<file path="config.mk">
export PLATFORM = sky130hd
export DESIGN_NAME = vga_timing_flat
export DESIGN_NICKNAME = d
export VERILOG_FILES = /design/src/rtl/vga_pkg.sv /design/src/rtl/vga_if.sv /design/src/rtl/vga_axis_counter.sv /design/src/rtl/vga_timing.sv /design/src/flat_wrapper.sv
export SDC_FILE = /design/constraint.sdc
export NUM_CORES = 1
export LEC_CHECK = 0
export BUFFER_PORTS_ARGS = -buffer_cell sky130_fd_sc_hd__buf_2
export CORE_MARGIN = 3
export CORE_UTILIZATION = 45
export DETAILED_ROUTE_END_ITERATION = 7
export PLACE_DENSITY = 0.69
export RECOVER_POWER = 100
export SYNTH_ARGS = -nofsm -noshare
export SYNTH_HDL_FRONTEND = slang
export SYNTH_HIERARCHICAL = 1
export SYNTH_SLANG_ARGS = --single-unit
</file>
<file path="constraint.sdc">
create_clock -name clk -period 2.55 [get_ports clk]
set_clock_uncertainty 0.05 [all_clocks]
set_input_delay 0.1275 -clock clk [delete_from_list [all_inputs] [get_ports clk]]
set_output_delay 0.1275 -clock clk [all_outputs]
set_load 0.02 [all_outputs]
</file>
<file path="src/rtl/vga_pkg.sv">
// vga_pkg: shared mode constants, count width and decode helper
// for the VGA raster timing slice (800x600@60, 40 MHz pixel clock).
package vga_pkg;

  localparam int COUNT_W      = 11;
  localparam int COUNT_LIMIT  = 2048;

  localparam int VGA_H_ACTIVE = 800;
  localparam int VGA_H_FP     = 40;
  localparam int VGA_H_SYNC   = 128;
  localparam int VGA_H_BP     = 88;
  localparam int VGA_H_TOTAL  =
    VGA_H_ACTIVE + VGA_H_FP + VGA_H_SYNC + VGA_H_BP;

  localparam int VGA_V_ACTIVE = 600;
  localparam int VGA_V_FP     = 1;
  localparam int VGA_V_SYNC   = 4;
  localparam int VGA_V_BP     = 23;
  localparam int VGA_V_TOTAL  =
    VGA_V_ACTIVE + VGA_V_FP + VGA_V_SYNC + VGA_V_BP;

  function automatic logic sync_active(
    input logic [COUNT_W-1:0] count,
    input int                 start,
    input int                 width
  );
    int c;
    c = int'(count);
    return (c >= start) && (c < start + width);
  endfunction

endpackage

</file>
<file path="src/rtl/vga_if.sv">
// vga_if: raster timing bundle handed down the video pipeline.
// Modports: out (timing generator), in (draw stages).
interface vga_if;
  import vga_pkg::*;

  logic [COUNT_W-1:0] hcount;
  logic               hsync;
  logic               hblnk;
  logic [COUNT_W-1:0] vcount;
  logic               vsync;
  logic               vblnk;

  modport out (
    output hcount, hsync, hblnk,
    output vcount, vsync, vblnk
  );

  modport in (
    input hcount, hsync, hblnk,
    input vcount, vsync, vblnk
  );

endinterface

</file>
<file path="src/rtl/vga_axis_counter.sv">
// vga_axis_counter: wrap counter with carry in/out and registered blank/sync
// decode. Ports: clk, rst_n, ci, count, blnk, sync, co (ci & last count).
module vga_axis_counter
  import vga_pkg::*;
#(
  parameter int   TOTAL      = VGA_H_TOTAL,
  parameter int   ACTIVE     = VGA_H_ACTIVE,
  parameter int   SYNC_START = VGA_H_ACTIVE + VGA_H_FP,
  parameter int   SYNC_W     = VGA_H_SYNC,
  parameter logic SYNC_POL   = 1'b1
) (
  input  logic               clk,
  input  logic               rst_n,
  input  logic               ci,
  output logic [COUNT_W-1:0] count,
  output logic               blnk,
  output logic               sync,
  output logic               co
);

  logic               last;
  logic [COUNT_W-1:0] nxt;

  assign last = (int'(count) == TOTAL - 1);
  assign co   = ci & last;
  assign nxt  = last ? '0 : count + COUNT_W'(1);

  // Flags are decoded from the next count so they line up with
  // the count they are registered alongside.
  always_ff @(posedge clk or negedge rst_n) begin
    if (!rst_n) begin
      count <= '0;
      blnk  <= 1'b0;
      sync  <= ~SYNC_POL;
    end else if (ci) begin
      count <= nxt;
      blnk  <= (int'(nxt) >= ACTIVE);
      sync  <= sync_active(nxt, SYNC_START, SYNC_W)
               ? SYNC_POL : ~SYNC_POL;
    end
  end

endmodule

</file>
<file path="src/rtl/vga_timing.sv">
// vga_timing: free-running VGA raster generator with frame pulse/counter.
// Ports: clk, rst_n, en, vga_out (vga_if.out), frame_start, frame_cnt.
module vga_timing
  import vga_pkg::*;
#(
  parameter int   H_ACTIVE = VGA_H_ACTIVE,
  parameter int   H_FP     = VGA_H_FP,
  parameter int   H_SYNC   = VGA_H_SYNC,
  parameter int   H_BP     = VGA_H_BP,
  parameter int   V_ACTIVE = VGA_V_ACTIVE,
  parameter int   V_FP     = VGA_V_FP,
  parameter int   V_SYNC   = VGA_V_SYNC,
  parameter int   V_BP     = VGA_V_BP,
  parameter logic SYNC_POL = 1'b1,
  parameter int   FCNT_W   = 8
) (
  input  logic              clk,
  input  logic              rst_n,
  input  logic              en,
  vga_if.out                vga_out,
  output logic              frame_start,
  output logic [FCNT_W-1:0] frame_cnt
);

  localparam int H_TOTAL = H_ACTIVE + H_FP + H_SYNC + H_BP;
  localparam int V_TOTAL = V_ACTIVE + V_FP + V_SYNC + V_BP;

  if (H_TOTAL > COUNT_LIMIT || V_TOTAL > COUNT_LIMIT) begin : g_bad_mode
    $error("vga_timing: line or frame total exceeds 2048");
  end

  logic hco;
  logic vco;

  vga_axis_counter #(
    .TOTAL      (H_TOTAL),
    .ACTIVE     (H_ACTIVE),
    .SYNC_START (H_ACTIVE + H_FP),
    .SYNC_W     (H_SYNC),
    .SYNC_POL   (SYNC_POL)
  ) u_h (
    .clk   (clk),
    .rst_n (rst_n),
    .ci    (en),
    .count (vga_out.hcount),
    .blnk  (vga_out.hblnk),
    .sync  (vga_out.hsync),
    .co    (hco)
  );

  vga_axis_counter #(
    .TOTAL      (V_TOTAL),
    .ACTIVE     (V_ACTIVE),
    .SYNC_START (V_ACTIVE + V_FP),
    .SYNC_W     (V_SYNC),
    .SYNC_POL   (SYNC_POL)
  ) u_v (
    .clk   (clk),
    .rst_n (rst_n),
    .ci    (hco),
    .count (vga_out.vcount),
    .blnk  (vga_out.vblnk),
    .sync  (vga_out.vsync),
    .co    (vco)
  );

  // vco already folds in en, so a disabled cycle always clears
  // the pulse and it can never repeat across a stall.
  always_ff @(posedge clk or negedge rst_n) begin
    if (!rst_n) begin
      frame_start <= 1'b0;
      frame_cnt   <= '0;
    end else begin
      frame_start <= vco;
      if (vco) begin
        frame_cnt <= frame_cnt + FCNT_W'(1);
      end
    end
  end

endmodule

</file>
<file path="src/flat_wrapper.sv">
// flat-port wrapper written by rule: the top's interface ports become plain ports
module vga_timing_flat import vga_pkg::*;
#(
  parameter int   H_ACTIVE = VGA_H_ACTIVE,
  parameter int   H_FP     = VGA_H_FP,
  parameter int   H_SYNC   = VGA_H_SYNC,
  parameter int   H_BP     = VGA_H_BP,
  parameter int   V_ACTIVE = VGA_V_ACTIVE,
  parameter int   V_FP     = VGA_V_FP,
  parameter int   V_SYNC   = VGA_V_SYNC,
  parameter int   V_BP     = VGA_V_BP,
  parameter logic SYNC_POL = 1'b1,
  parameter int   FCNT_W   = 8
)
  (clk, rst_n, en, frame_start, frame_cnt, vga_out_hcount, vga_out_hsync, vga_out_hblnk, vga_out_vcount, vga_out_vsync, vga_out_vblnk);
  vga_if vga_out_i ();
  input  logic clk;
  input  logic rst_n;
  input  logic en;
  output logic frame_start;
  output logic [FCNT_W-1:0] frame_cnt;
  output wire logic [$bits(vga_out_i.hcount)-1:0] vga_out_hcount;
  output wire logic [$bits(vga_out_i.hsync)-1:0] vga_out_hsync;
  output wire logic [$bits(vga_out_i.hblnk)-1:0] vga_out_hblnk;
  output wire logic [$bits(vga_out_i.vcount)-1:0] vga_out_vcount;
  output wire logic [$bits(vga_out_i.vsync)-1:0] vga_out_vsync;
  output wire logic [$bits(vga_out_i.vblnk)-1:0] vga_out_vblnk;
  assign vga_out_hcount = vga_out_i.hcount;
  assign vga_out_hsync = vga_out_i.hsync;
  assign vga_out_hblnk = vga_out_i.hblnk;
  assign vga_out_vcount = vga_out_i.vcount;
  assign vga_out_vsync = vga_out_i.vsync;
  assign vga_out_vblnk = vga_out_i.vblnk;
  vga_timing #(.H_ACTIVE(H_ACTIVE), .H_FP(H_FP), .H_SYNC(H_SYNC), .H_BP(H_BP), .V_ACTIVE(V_ACTIVE), .V_FP(V_FP), .V_SYNC(V_SYNC), .V_BP(V_BP), .SYNC_POL(SYNC_POL), .FCNT_W(FCNT_W)) u_core (.clk(clk), .rst_n(rst_n), .en(en), .vga_out(vga_out_i), .frame_start(frame_start), .frame_cnt(frame_cnt));
endmodule
</file>
==> out/metrics.csv, run 1 <==
stage,metric,value,unit
clock_tree,cts_htree_levels,2,
worst_setup_path,path_class,reg -> reg,
die,die-area,5640,um^2
die,io_pins,38,
worst_setup_path,reg2reg_from,u_core/u_v/count[0],
clock_tree,clk_pin_slew,0.07,ns
worst_setup_path,cp_max_fo,9,
logic_synthesis,synth_edf_count,0,
worst_setup_path,crit_path_cell_trace,ha_1 > nand2b_1 > nor4_1 > clkbuf_1 > a21o_1 > a2111oi_4 > a32o_1,
grt,grt_max_degree,36,
logic_synthesis,async_flop_share,100,%
detailed_routing,detail_route.wl_per_cell,15.7,um
clock_tree,cts_setup_buffers,0,
detailed_routing,vias,1760,
hold_path,min_path_cells,2,
pwr,ir_drop,0.000272,V
worst_setup_path,cp.depth,7,
sta,whs,0.151,ns
hold_path,min_from,en,
worst_setup_path,cp.arrival,2.46,ns
logic_synthesis,synth_seq_cells,35,
clock_tree,hold_buffers,1,
logic_synthesis,mappedNetlistArea,2150,um^2
worst_setup_path,max_stage_delay,0.46,ns
logic_synthesis,syn_avg_cell_area,10.1,um^2
sta,rsz0062_at_grt,false,
detailed_routing,dr.pass1.iters,4,
worst_setup_path,crit_path_end_kind,register,
die,die_w,75.1,um
logic_synthesis,syn_nets,219,
worst_setup_path,required,2.67,ns
detailed_routing,routed_via_density,5.75,
finish,multi_input_area,1130,um^2
clock_tree,cts_buffer_depth,2,
clock_tree,worstSkewPairLatency,0.28,ns
logic_synthesis,synth_cell_type_count,62,
worst_setup_path,cp_top_family,compound AO/OA/AOI/OAI gates,
detailed_routing,drt_iter0_drc,93,
hold_path,min_to,u_core/u_h/sync,
sta,setup-tns-final,0,ns
sta,slew_headroom,-23.1,%
sta,finalHoldViolations,0,
job,maxCapViolations,1,
clock_tree,cts_sinks,35,
grt,antenna_found_initial,0,
placement,dp_hpwl,3450,um
sta,fin_crit_sh,92.1,%
status,violations,"max-capacitance violations, max-slew violations",
worst_setup_path,cpMaxStageDelayCell,dfrtp_1,
finish,seq_area,876,um^2
finish,drive_gt1_share,11.0,%
logic_synthesis,seq_area_frac_synth,40.8,%
sta,drv_slew,36,
sta,setup_viol,0,
worst_setup_path,r2r_cells,7,
clock_tree,cts_tree,yes,
worst_setup_path,critPathBufInv,1,
die,die_y,75.1,um
grt,grt-ovfl-total,0,
grt,grt_pass1_vias,1637,
finish,syn2layout_area_growth,11.8,%
die,core-area,4470,um^2
detailed_routing,drtAntennaViolNets,0,
die,rows,24,
placement,port_buffers,37,
logic_synthesis,syn-instance-count,212,
clock_tree,cts_buffers,5,
sta,finalCriticalPeriod,2.35,ns
detailed_routing,drc_errors,0,
grt,grt_pass1_wl,7860,um
pwr,leakagePower,0.996,nW
sta,fmax,426,MHz
placement,routabilityCongestion,0.948,
logic_synthesis,ys_warn_count,6,
finish,diodes,0,
logic_synthesis,ys.flop_type,dfrtp_1,
clock_tree,cts_resized,0,
finish,fin_nets,260,
finish,final_core_util,53.7,%
worst_setup_path,regToRegSetupSlack,0.20,ns
die,initial_core_util,48.0,%
clock_tree,cts_root_buf,clkbuf_8,
detailed_routing,drt_wl_total,4800,um
status,outcome,"complete, but fails checks",
grt,track_usage,18.2,%
pwr,p_per_area,612,nW/um^2
worst_setup_path,start_kind,register,
worst_setup_path,r2r_end,u_core/u_v/sync,
sta,tightest_slew,1.85,ns
hold_path,hold_class,in -> reg,
finish,fill_cells,451,
==> report_power, final <==
group          switching [W]  internal (W)  total [W]  leakage, nW
combinational       0.000221      0.000132   0.000353        0.490
clock               0.000192      0.000247   0.000438       0.0515
sequential         0.0000780      0.000601   0.000679        0.454
total               0.000491      0.000980    0.00147        0.996
==> worst register-to-register path, stage by stage, from the launching register on <==
cell and delay (ns):
dfrtp_1 0.46, ha_1 0.40, nand2b_1 0.11, nor4_1 0.36, clkbuf_1 0.32, a21o_1 0.23
a2111oi_4 0.05, a32o_1 0.27
==> worst max path at each step <==
stage                   startpoint             endpoint
4_1_cts        u_core/u_h/count[0]  u_core/frame_cnt[7]
3_5_place_dp   u_core/u_h/count[0]  u_core/frame_cnt[5]
6_report       u_core/u_v/count[0]      u_core/u_v/sync
5_1_grt        u_core/u_v/count[0]      u_core/u_v/sync
2_1_floorplan  u_core/u_h/count[0]  u_core/frame_cnt[5]
3_3_place_gp   u_core/u_v/count[0]  u_core/frame_cnt[5]
==> placed cells by master, fill, tap and decap left out, types with 5 or more instances in the layout <==
cell type   n
xnor2_1    15
o21ai_0    10
clkbuf_1   41
nor3_1      7
nand4_1    14
mux2i_1     5
dfrtp_1    35
nand2_1    17
clkbuf_8    7
xor2_1      6
inv_1       8
nor2_1      8
==> cell usage after synthesis, types with 5 or more instances <==
master / instances / area share [%]
buf_4: 5 / 1.7
o21ai_0: 10 / 2.3
buf_2: 6 / 1.4
xor2_1: 6 / 2.4
nand4_1: 12 / 3.5
inv_1: 8 / 1.4
mux2i_1: 5 / 2.3
xnor2_1: 15 / 6.1
nor3_1: 7 / 1.6
dfrtp_1: 35 / 41
nor2_1: 8 / 1.4
nand2_1: 17 / 3.0
==> registers in the layout, indices dropped and copies added, names as in the netlist <==
signal,count
u_core/frame_start,1
u_core/u_v/count,11
u_core/u_h/blnk,1
u_core/frame_cnt,8
u_core/u_v/blnk,1
u_core/u_h/sync,1
u_core/u_v/sync,1
u_core/u_h/count,11
==> through the flow <==
step,cell area (um^2),setup slack [ns],power (W),std cells
2_1_floorplan,2160,0.0702,0.000953,212
4_1_cts,2510,0.301,0.00152,306
3_5_place_dp,2400,0.317,0.00108,297
3_3_place_gp,2400,0.394,0.00108,297
5_1_grt,2400,0.0279,0.00155,306
6_report,2400,0.202,0.00147,306
==> final cells by class <==
cell class	count	area share [%]
multi-input combinational	156	47.1
clock buffer	8	4.17
inverter	8	1.25
tap	52	2.71
timing repair buffer	47	8.34
sequential	35	36.5
==> per-layer routing <==
metal,routed length (um),GRT usage [%],share of wire [%],vias up
li1,-,-,-,853
met2,2290,28.8,48,38
met1,2310,25.7,48,867
met3,182,3.60,3.8,2
met5,0,0,0,-
met4,27,4.15,0.56,0
==> kinds of logic after synthesis <==
family          after synthesis  synth area share (%)
buf+inv                      21                  4.90
fa+ha+maj                     4                  2.33
compound gates               39                  14.3
flops                        35                  40.8
mux                           8                  4.08
xor+xnor                     21                  8.57
simple gates                 84                  25.0
Note: power is estimated with default switching activity, not from simulation.
==> inputs of run 2 (changes only) <==
==> constraint.sdc (replaced) <==
create_clock -name clk -period 2.55 [get_ports clk]
set_clock_uncertainty 0.05 [all_clocks]
set_input_delay 0.51 -clock clk [delete_from_list [all_inputs] [get_ports clk]]
set_output_delay 0.51 -clock clk [all_outputs]
set_load 0.02 [all_outputs]
==> out/metrics.csv, run 2 (synthesized netlist as in run 1, its figures left out) <==
stage,metric,value,unit,change
worst_setup_path,cpMaxStageDelayCell,dfrtp_1,,unchanged
clock_tree,cts_setup_buffers,0,,unchanged
sta,rsz0062_at_grt,false,,unchanged
worst_setup_path,cp_max_fo,8,,was 9
grt,grt-ovfl-total,0,,unchanged
die,die_w,75.1,um,unchanged
die,rows,24,,unchanged
grt,grt_pass1_vias,1564,,"was 1,637"
die,core-area,4470,um^2,unchanged
finish,top_regs,"u_core/u_h/count (11), u_core/u_v/count (11), u_core/frame_cnt (8)",,unchanged
grt,grt_max_degree,36,,unchanged
worst_setup_path,required,2.68,ns,was 2.67 ns
sta,setup-tns-final,0,ns,unchanged
pwr,p_per_area,641,nW/um^2,was 612 nW/um^2
sta,fmax,447,MHz,was 426 MHz
clock_tree,cts_buffers,5,,unchanged
detailed_routing,drt_wl_total,4690,um,was 4800 um
clock_tree,cts_tree,yes,,unchanged
finish,final_core_util,53.8,%,was 53.7%
worst_setup_path,crit_path_cell_trace,ha_1 > clkbuf_1 > nand4_4 > nor3_2 > xnor2_1 > nand2_1 > o32ai_1,,was ha_1 > nand2b_1 > nor4_1 > clkbuf_1 > a21o_1 > a2111oi_4 > a32o_1
worst_setup_path,path_class,reg -> reg,,unchanged
die,die_y,75.1,um,unchanged
job,maxCapViolations,1,,unchanged
sta,drv_slew,36,,unchanged
placement,dp_hpwl,3290,um,was 3450 um
finish,final_common_cell,clkbuf_1,,unchanged
finish,syn2layout_area_growth,12.2,%,was 11.8%
sta,finalCriticalPeriod,2.23,ns,was 2.35 ns
clock_tree,hold_buffers,0,,was 1
sta,finalHoldViolations,0,,unchanged
worst_setup_path,cp_top_family,simple AND/OR/NAND/NOR gates,,was compound AO/OA/AOI/OAI gates
status,outcome,"complete, but fails checks",,unchanged
finish,fin_nets,259,,was 260
detailed_routing,routed_via_density,5.70,,was 5.75
worst_setup_path,cp.arrival,2.36,ns,was 2.46 ns
status,violations,"max-capacitance violations, max-slew violations",,unchanged
worst_setup_path,critPathBufInv,1,,unchanged
detailed_routing,vias,1739,,"was 1,760"
sta,fin_crit_sh,87.6,%,was 92.1%
finish,drive_gt1_share,11.9,%,was 11.0%
grt,track_usage,18.0,%,was 18.2%
hold_path,hold_class,reg -> reg,,was in -> reg
finish,seq_area,876,um^2,unchanged
grt,grt_pass1_wl,7780,um,was 7860 um
die,die-area,5640,um^2,unchanged
die,io_pins,38,,unchanged
sta,tightest_slew,1.83,ns,was 1.85 ns
pwr,ir_drop,0.000271,V,was 0.000272 V
worst_setup_path,regToRegSetupSlack,0.32,ns,was 0.20 ns
detailed_routing,drtAntennaViolNets,0,,unchanged
clock_tree,cts_sinks,35,,unchanged
clock_tree,cts_resized,0,,unchanged
sta,slew_headroom,-22.1,%,was -23.1%
sta,setup_viol,0,,unchanged
detailed_routing,dr.pass1.iters,4,,unchanged
worst_setup_path,max_stage_delay,0.47,ns,was 0.46 ns
detailed_routing,drt_iter0_drc,103,,was 93
detailed_routing,drc_errors,0,,unchanged
finish,fill_cells,422,,was 451
finish,multi_input_area,1120,um^2,was 1130 um^2
placement,port_buffers,37,,unchanged
worst_setup_path,start_kind,register,,unchanged
die,initial_core_util,48.0,%,unchanged
grt,antenna_found_initial,0,,unchanged
finish,layout_common_cells,"clkbuf_1, dfrtp_1, nand2_1, xnor2_1, nand4_1",,unchanged
detailed_routing,detail_route.wl_per_cell,15.4,um,was 15.7 um
clock_tree,cts_htree_levels,2,,unchanged
clock_tree,cts_buffer_depth,2,,unchanged
placement,routabilityCongestion,0.974,,was 0.948
clock_tree,clk_pin_slew,0.07,ns,about the same
finish,diodes,0,,unchanged
pwr,leakagePower,1.02,nW,was 0.996 nW
clock_tree,worstSkewPairLatency,0.28,ns,about the same
worst_setup_path,crit_path_end_kind,register,,unchanged
clock_tree,cts_root_buf,clkbuf_8,,unchanged
-- run 2: worst register-to-register path: stages, from the launching register on --
cell	delay [ns]
dfrtp_1	0.47
ha_1	0.20
clkbuf_1	0.32
nand4_4	0.20
nor3_2	0.29
xnor2_1	0.21
nand2_1	0.12
o32ai_1	0.28
-- run 2: area by class of cell --
cell class / instances / area share (%)
clock buffer: 6 / 3.43
clock inverter: 2 / 1.45
inverter: 8 / 1.25
multi-input combinational: 156 / 46.5
sequential: 35 / 36.4
tap: 52 / 2.70
timing repair buffer: 46 / 8.31
-- run 2: per-layer routing --
| layer | wire length, um | up-vias | global-route usage (%) |
|---|---|---|---|
| met3 | 173 | 4 | 3.87 |
| met5 | 0 | - | 0 |
| li1 | - | 862 | - |
| met2 | 2130 | 45 | 27.5 |
| met1 | 2340 | 828 | 25.6 |
| met4 | 42 | 0 | 5.34 |
-- run 2: through the flow --
| stage | cells | setup WS [ns] | hold WS, ns | power (W) | cell area (um^2) |
|---|---|---|---|---|---|
| after global placement | 297 | 0.401 | 0.423 | 0.00107 | 2400 |
| after detailed placement | 297 | 0.302 | 0.423 | 0.00108 | 2400 |
| final | 305 | 0.315 | 0.445 | 0.00154 | 2410 |
| after floorplan | 212 | 0.0702 | 0.164 | 0.000953 | 2160 |
| after global routing | 305 | 0.0575 | 0.465 | 0.00164 | 2410 |
| after CTS | 305 | 0.306 | 0.281 | 0.00159 | 2510 |
-- run 2: worst paths after layout --
kind                                          start                   to  cells after the start
worst min-delay path            u_core/frame_cnt[5]  u_core/frame_cnt[5]                      1
worst min register to register  u_core/frame_cnt[5]  u_core/frame_cnt[5]                      1
min in group asynchronous                     rst_n  u_core/u_v/count[8]                      1
max in group asynchronous                     rst_n  u_core/u_h/count[1]                      1
worst max register to register  u_core/u_h/count[0]      u_core/u_h/sync                      7
worst max-delay path            u_core/u_h/count[0]      u_core/u_h/sync                      7
-- run 2: power breakdown --
group	leakage [nW]	switching [W]	internal, W	total [W]
logic	0.505	0.000214	0.000131	0.000344
clock network	0.0612	0.000192	0.000316	0.000508
registers	0.454	0.0000918	0.000601	0.000692
total	1.02	0.000497	0.00105	0.00154
==> inputs of run 3 (changes only) <==
--- a/config.mk
+++ b/config.mk
@@ -7,11 +7,10 @@
 export LEC_CHECK = 0
 export BUFFER_PORTS_ARGS = -buffer_cell sky130_fd_sc_hd__buf_2
 export CORE_MARGIN = 3
-export CORE_UTILIZATION = 45
+export CORE_UTILIZATION = 29
+export CTS_CLUSTER_DIAMETER = 30
 export DETAILED_ROUTE_END_ITERATION = 7
-export PLACE_DENSITY = 0.69
 export RECOVER_POWER = 100
 export SYNTH_ARGS = -nofsm -noshare
 export SYNTH_HDL_FRONTEND = slang
-export SYNTH_HIERARCHICAL = 1
 export SYNTH_SLANG_ARGS = --single-unit
==> out/metrics.csv, run 3 <==
stage,metric,value,unit,change
sta,setup-tns-final,0,ns,unchanged
logic_synthesis,synth_edf_count,0,,unchanged
logic_synthesis,async_flop_share,100,%,unchanged
worst_setup_path,r2r_cells,5,,was 7
worst_setup_path,critPathBufInv,0,,was 1
grt,antenna_found_initial,0,,unchanged
logic_synthesis,synth_xor_area_share,8.69,%,was 8.57%
clock_tree,cts_root_buf,clkbuf_8,,unchanged
grt,grt_pass1_vias,1637,,"was 1,564"
worst_setup_path,reg2reg_from,u_core.u_h.count[0],,was u_core/u_h/count[0]
pwr,p_per_area,720,nW/um^2,was 641 nW/um^2
worst_setup_path,cp.arrival,2.42,ns,was 2.36 ns
hold_path,min_from,u_core.frame_cnt[7],,was u_core/frame_cnt[5]
worst_setup_path,crit_path_end_kind,register,,unchanged
pwr,ir_drop,0.000464,V,was 0.000271 V
detailed_routing,dr.pass1.iters,4,,unchanged
worst_setup_path,crit_path_cell_trace,ha_1 > and4_1 > and4_2 > or4_1 > a32o_1,,was ha_1 > clkbuf_1 > nand4_4 > nor3_2 > xnor2_1 > nand2_1 > o32ai_1
logic_synthesis,ys.flop_type,dfrtp_1,,unchanged
worst_setup_path,cp_top_family,simple AND/OR/NAND/NOR gates,,unchanged
sta,slew_headroom,-29.1,%,was -22.1%
detailed_routing,vias,1703,,"was 1,739"
detailed_routing,drc_errors,0,,unchanged
sta,drv_slew,36,,unchanged
die,rows,30,,was 24
worst_setup_path,max_stage_delay,0.53,ns,was 0.47 ns
pwr,switching_share,40.1,%,was 32.2%
finish,fill_cells,752,,was 422
detailed_routing,routed_via_density,4.95,,was 5.70
status,outcome,"complete, but fails checks",,unchanged
finish,diodes,0,,unchanged
finish,syn2layout_area_growth,11.4,%,was 12.2%
clock_tree,worstSkewPairLatency,0.28,ns,about the same
sta,whs,0.422,ns,was 0.445 ns
logic_synthesis,synth_compound_area_share,14.5,%,was 14.3%
logic_synthesis,synth_simple_gate_area_share,25.7,%,was 25.0%
sta,fmax,437,MHz,was 447 MHz
logic_synthesis,synth_top_area_share,41.7,%,was 40.8%
hold_path,min_to,u_core.frame_cnt[7],,was u_core/frame_cnt[5]
die,io_pins,38,,unchanged
detailed_routing,drt_iter0_drc,99,,was 103
clock_tree,cts_htree_levels,2,,unchanged
sta,fin_crit_sh,89.8,%,was 87.6%
finish,fin_nets,254,,was 259
worst_setup_path,required,2.68,ns,about the same
grt,grt-ovfl-total,0,,unchanged
sta,tightest_slew,1.94,ns,was 1.83 ns
grt,grt_max_degree,36,,unchanged
pwr,pwr-share-seq,46.8,%,was 44.8%
logic_synthesis,syn_nets,225,,was 219
pwr,power_frac_clock,24.7,%,was 32.9%
pwr,leakagePower,0.965,nW,was 1.02 nW
detailed_routing,drtAntennaViolNets,0,,unchanged
die,die-area,8310,um^2,was 5640 um^2
finish,top_regs,"u_core.u_h.count (11), u_core.u_v.count (11), u_core.frame_cnt (8)",,"was u_core/u_h/count (11), u_core/u_v/count (11), u_core/frame_cnt (8)"
pwr,intPower,0.00101,W,was 0.00105 W
job,maxCapViolations,1,,unchanged
worst_setup_path,cpMaxStageDelayCell,or4_1,,was dfrtp_1
sta,rsz0062_at_grt,false,,unchanged
clock_tree,clk_pin_slew,0.08,ns,was 0.07 ns
logic_synthesis,synth_seq_cells,35,,unchanged
die,initial_core_util,30.4,%,was 48.0%
status,violations,"max-capacitance violations, max-slew violations",,unchanged
placement,routabilityCongestion,0.856,,was 0.974
clock_tree,cts_sinks,35,,unchanged
clock_tree,cts_buffer_depth,2,,unchanged
pwr,power_frac_comb,28.5,%,was 22.3%
pwr,power,0.00169,W,was 0.00154 W
finish,layout_common_cells,"clkbuf_1, dfrtp_1, nand2_1, o21ai_0",,"was clkbuf_1, dfrtp_1, nand2_1, xnor2_1, nand4_1"
clock_tree,hold_buffers,0,,unchanged
logic_synthesis,synth_cell_type_count,51,,was 62
logic_synthesis,ys_warn_count,0,,was 6
worst_setup_path,cp_max_fo,9,,was 8
logic_synthesis,synth_adder_area_share,2.38,%,was 2.33%
hold_path,hold_class,reg -> reg,,unchanged
finish,final_common_cell,clkbuf_1,,unchanged
die,die_w,91.1,um,was 75.1 um
sta,finalCriticalPeriod,2.29,ns,was 2.23 ns
finish,drive_gt1_share,8.06,%,was 11.9%
clock_tree,cts_tree,yes,,unchanged
grt,track_usage,11.9,%,was 18.0%
clock_tree,cts_setup_buffers,0,,unchanged
placement,port_buffers,37,,unchanged
logic_synthesis,syn-instance-count,218,,was 212
sta,finalHoldViolations,0,,unchanged
die,die_y,91.1,um,was 75.1 um
clock_tree,cts_resized,0,,unchanged
logic_synthesis,synth_most_common_cell,dfrtp_1,,unchanged
detailed_routing,drt_wl_total,4670,um,was 4690 um
worst_setup_path,regToRegSetupSlack,0.26,ns,was 0.32 ns
hold_path,min_path_cells,1,,unchanged
logic_synthesis,syn_avg_cell_area,9.64,um^2,was 10.1 um^2
detailed_routing,detail_route.wl_per_cell,13.6,um,was 15.4 um
clock_tree,cts_buffers,5,,unchanged
logic_synthesis,ys_top_cells_by_area,"dfrtp_1, xnor2_1, nand2_1",,"was dfrtp_1, xnor2_1, nand4_1"
worst_setup_path,path_class,reg -> reg,,unchanged
logic_synthesis,synthTopCellsByCount,"dfrtp_1, nand2_1, o21ai_0",,"was dfrtp_1, nand2_1, xnor2_1"
logic_synthesis,synth_top_cell_by_area,dfrtp_1,,unchanged
die,core-area,6910,um^2,was 4470 um^2
logic_synthesis,mappedNetlistArea,2100,um^2,was 2150 um^2
grt,grt_pass1_wl,8110,um,was 7780 um
logic_synthesis,muxShareOfSynthArea,1.61,%,was 4.08%
placement,dp_hpwl,3310,um,was 3290 um
worst_setup_path,start_kind,register,,unchanged
pwr,netSwitchingPower,0.000676,W,was 0.000497 W
logic_synthesis,seq_area_frac_synth,41.7,%,was 40.8%
sta,setup_viol,0,,unchanged
worst_setup_path,r2r_end,u_core.u_h.sync,,was u_core/u_h/sync
logic_synthesis,synth_top_family_by_area,simple AND/OR/NAND/NOR gates,,unchanged
## run 3: cell types whose count changed after synthesis, sizes merged, moves of 4 or more
cell / delta
mux2i: -5
and3: +6
nand3: +6
o31ai: +4
o21ai: +4
nand4: -7
## run 3: cell families after synthesis
| group | after synthesis |
|---|---|
| AOI/OAI and AO/OA | 43 |
| xor gates and xnor gates | 20 |
| adders and majority gates | 4 |
| buffers and inverters | 21 |
| DFF | 35 |
| muxes | 3 |
| and+or+nand+nor | 92 |
## run 3: metal layers
metal	part of all wire [%]	up-vias	routed length, um	track usage, %
met5	0	-	0	0
met4	0.98	0	46	4.65
met3	3.8	5	177	2.90
met2	45	40	2100	17.8
met1	50	802	2350	16.6
li1	-	856	-	-
## run 3: metrics by stage
stage                     worst slack [ns]  cells  cell area, um^2  util, %
after global routing                0.0959    344             2340     33.9
final                                0.260    344             2340     33.9
after global placement               0.398    336             2320     33.6
after CTS                            0.326    344             2410     34.9
after floorplan                      0.364    218             2100        -
after detailed placement             0.353    336             2320     33.6
## run 3: final cells by class
type                            instances  area [um^2]  share of cell area (%)
Clock inverter                          3         25.0                    1.07
Sequential cell                        35          876                    37.4
Tap cell                               96          120                    5.13
Inverter                                5         18.8                   0.801
Clock buffer                            5         68.8                    2.94
Multi-Input combinational cell        162         1090                    46.5
Timing Repair Buffer                   38          144                    6.14
## run 3: worst max path at each step
stage	depth (start not counted)	slack, ns	startpoint	endpoint
floorplan	7	0.36	u_core.u_h.count[0]	u_core.frame_cnt[6]
global placement	5	0.40	u_core.u_v.count[0]	u_core.frame_cnt[1]
detailed placement	5	0.35	u_core.u_v.count[0]	u_core.frame_cnt[1]
CTS	6	0.33	u_core.u_v.count[0]	u_core.u_v.blnk
global route	7	0.1	u_core.u_h.count[0]	u_core.u_v.count[2]
finish	5	0.26	u_core.u_h.count[0]	u_core.u_h.sync
## run 3: power by group through the flow
| stage | Clock [W] | Combinational [W] | Sequential, W |
|---|---|---|---|
| 6_report | 0.000416 | 0.000481 | 0.000788 |
| 5_1_grt | 0.000460 | 0.000544 | 0.000811 |
| 4_1_cts | 0.000439 | 0.000512 | 0.000786 |
| 3_5_place_dp | 0 | 0.000510 | 0.000794 |
| 3_3_place_gp | 0 | 0.000501 | 0.000794 |
| 2_1_floorplan | 0 | 0.000344 | 0.000828 |
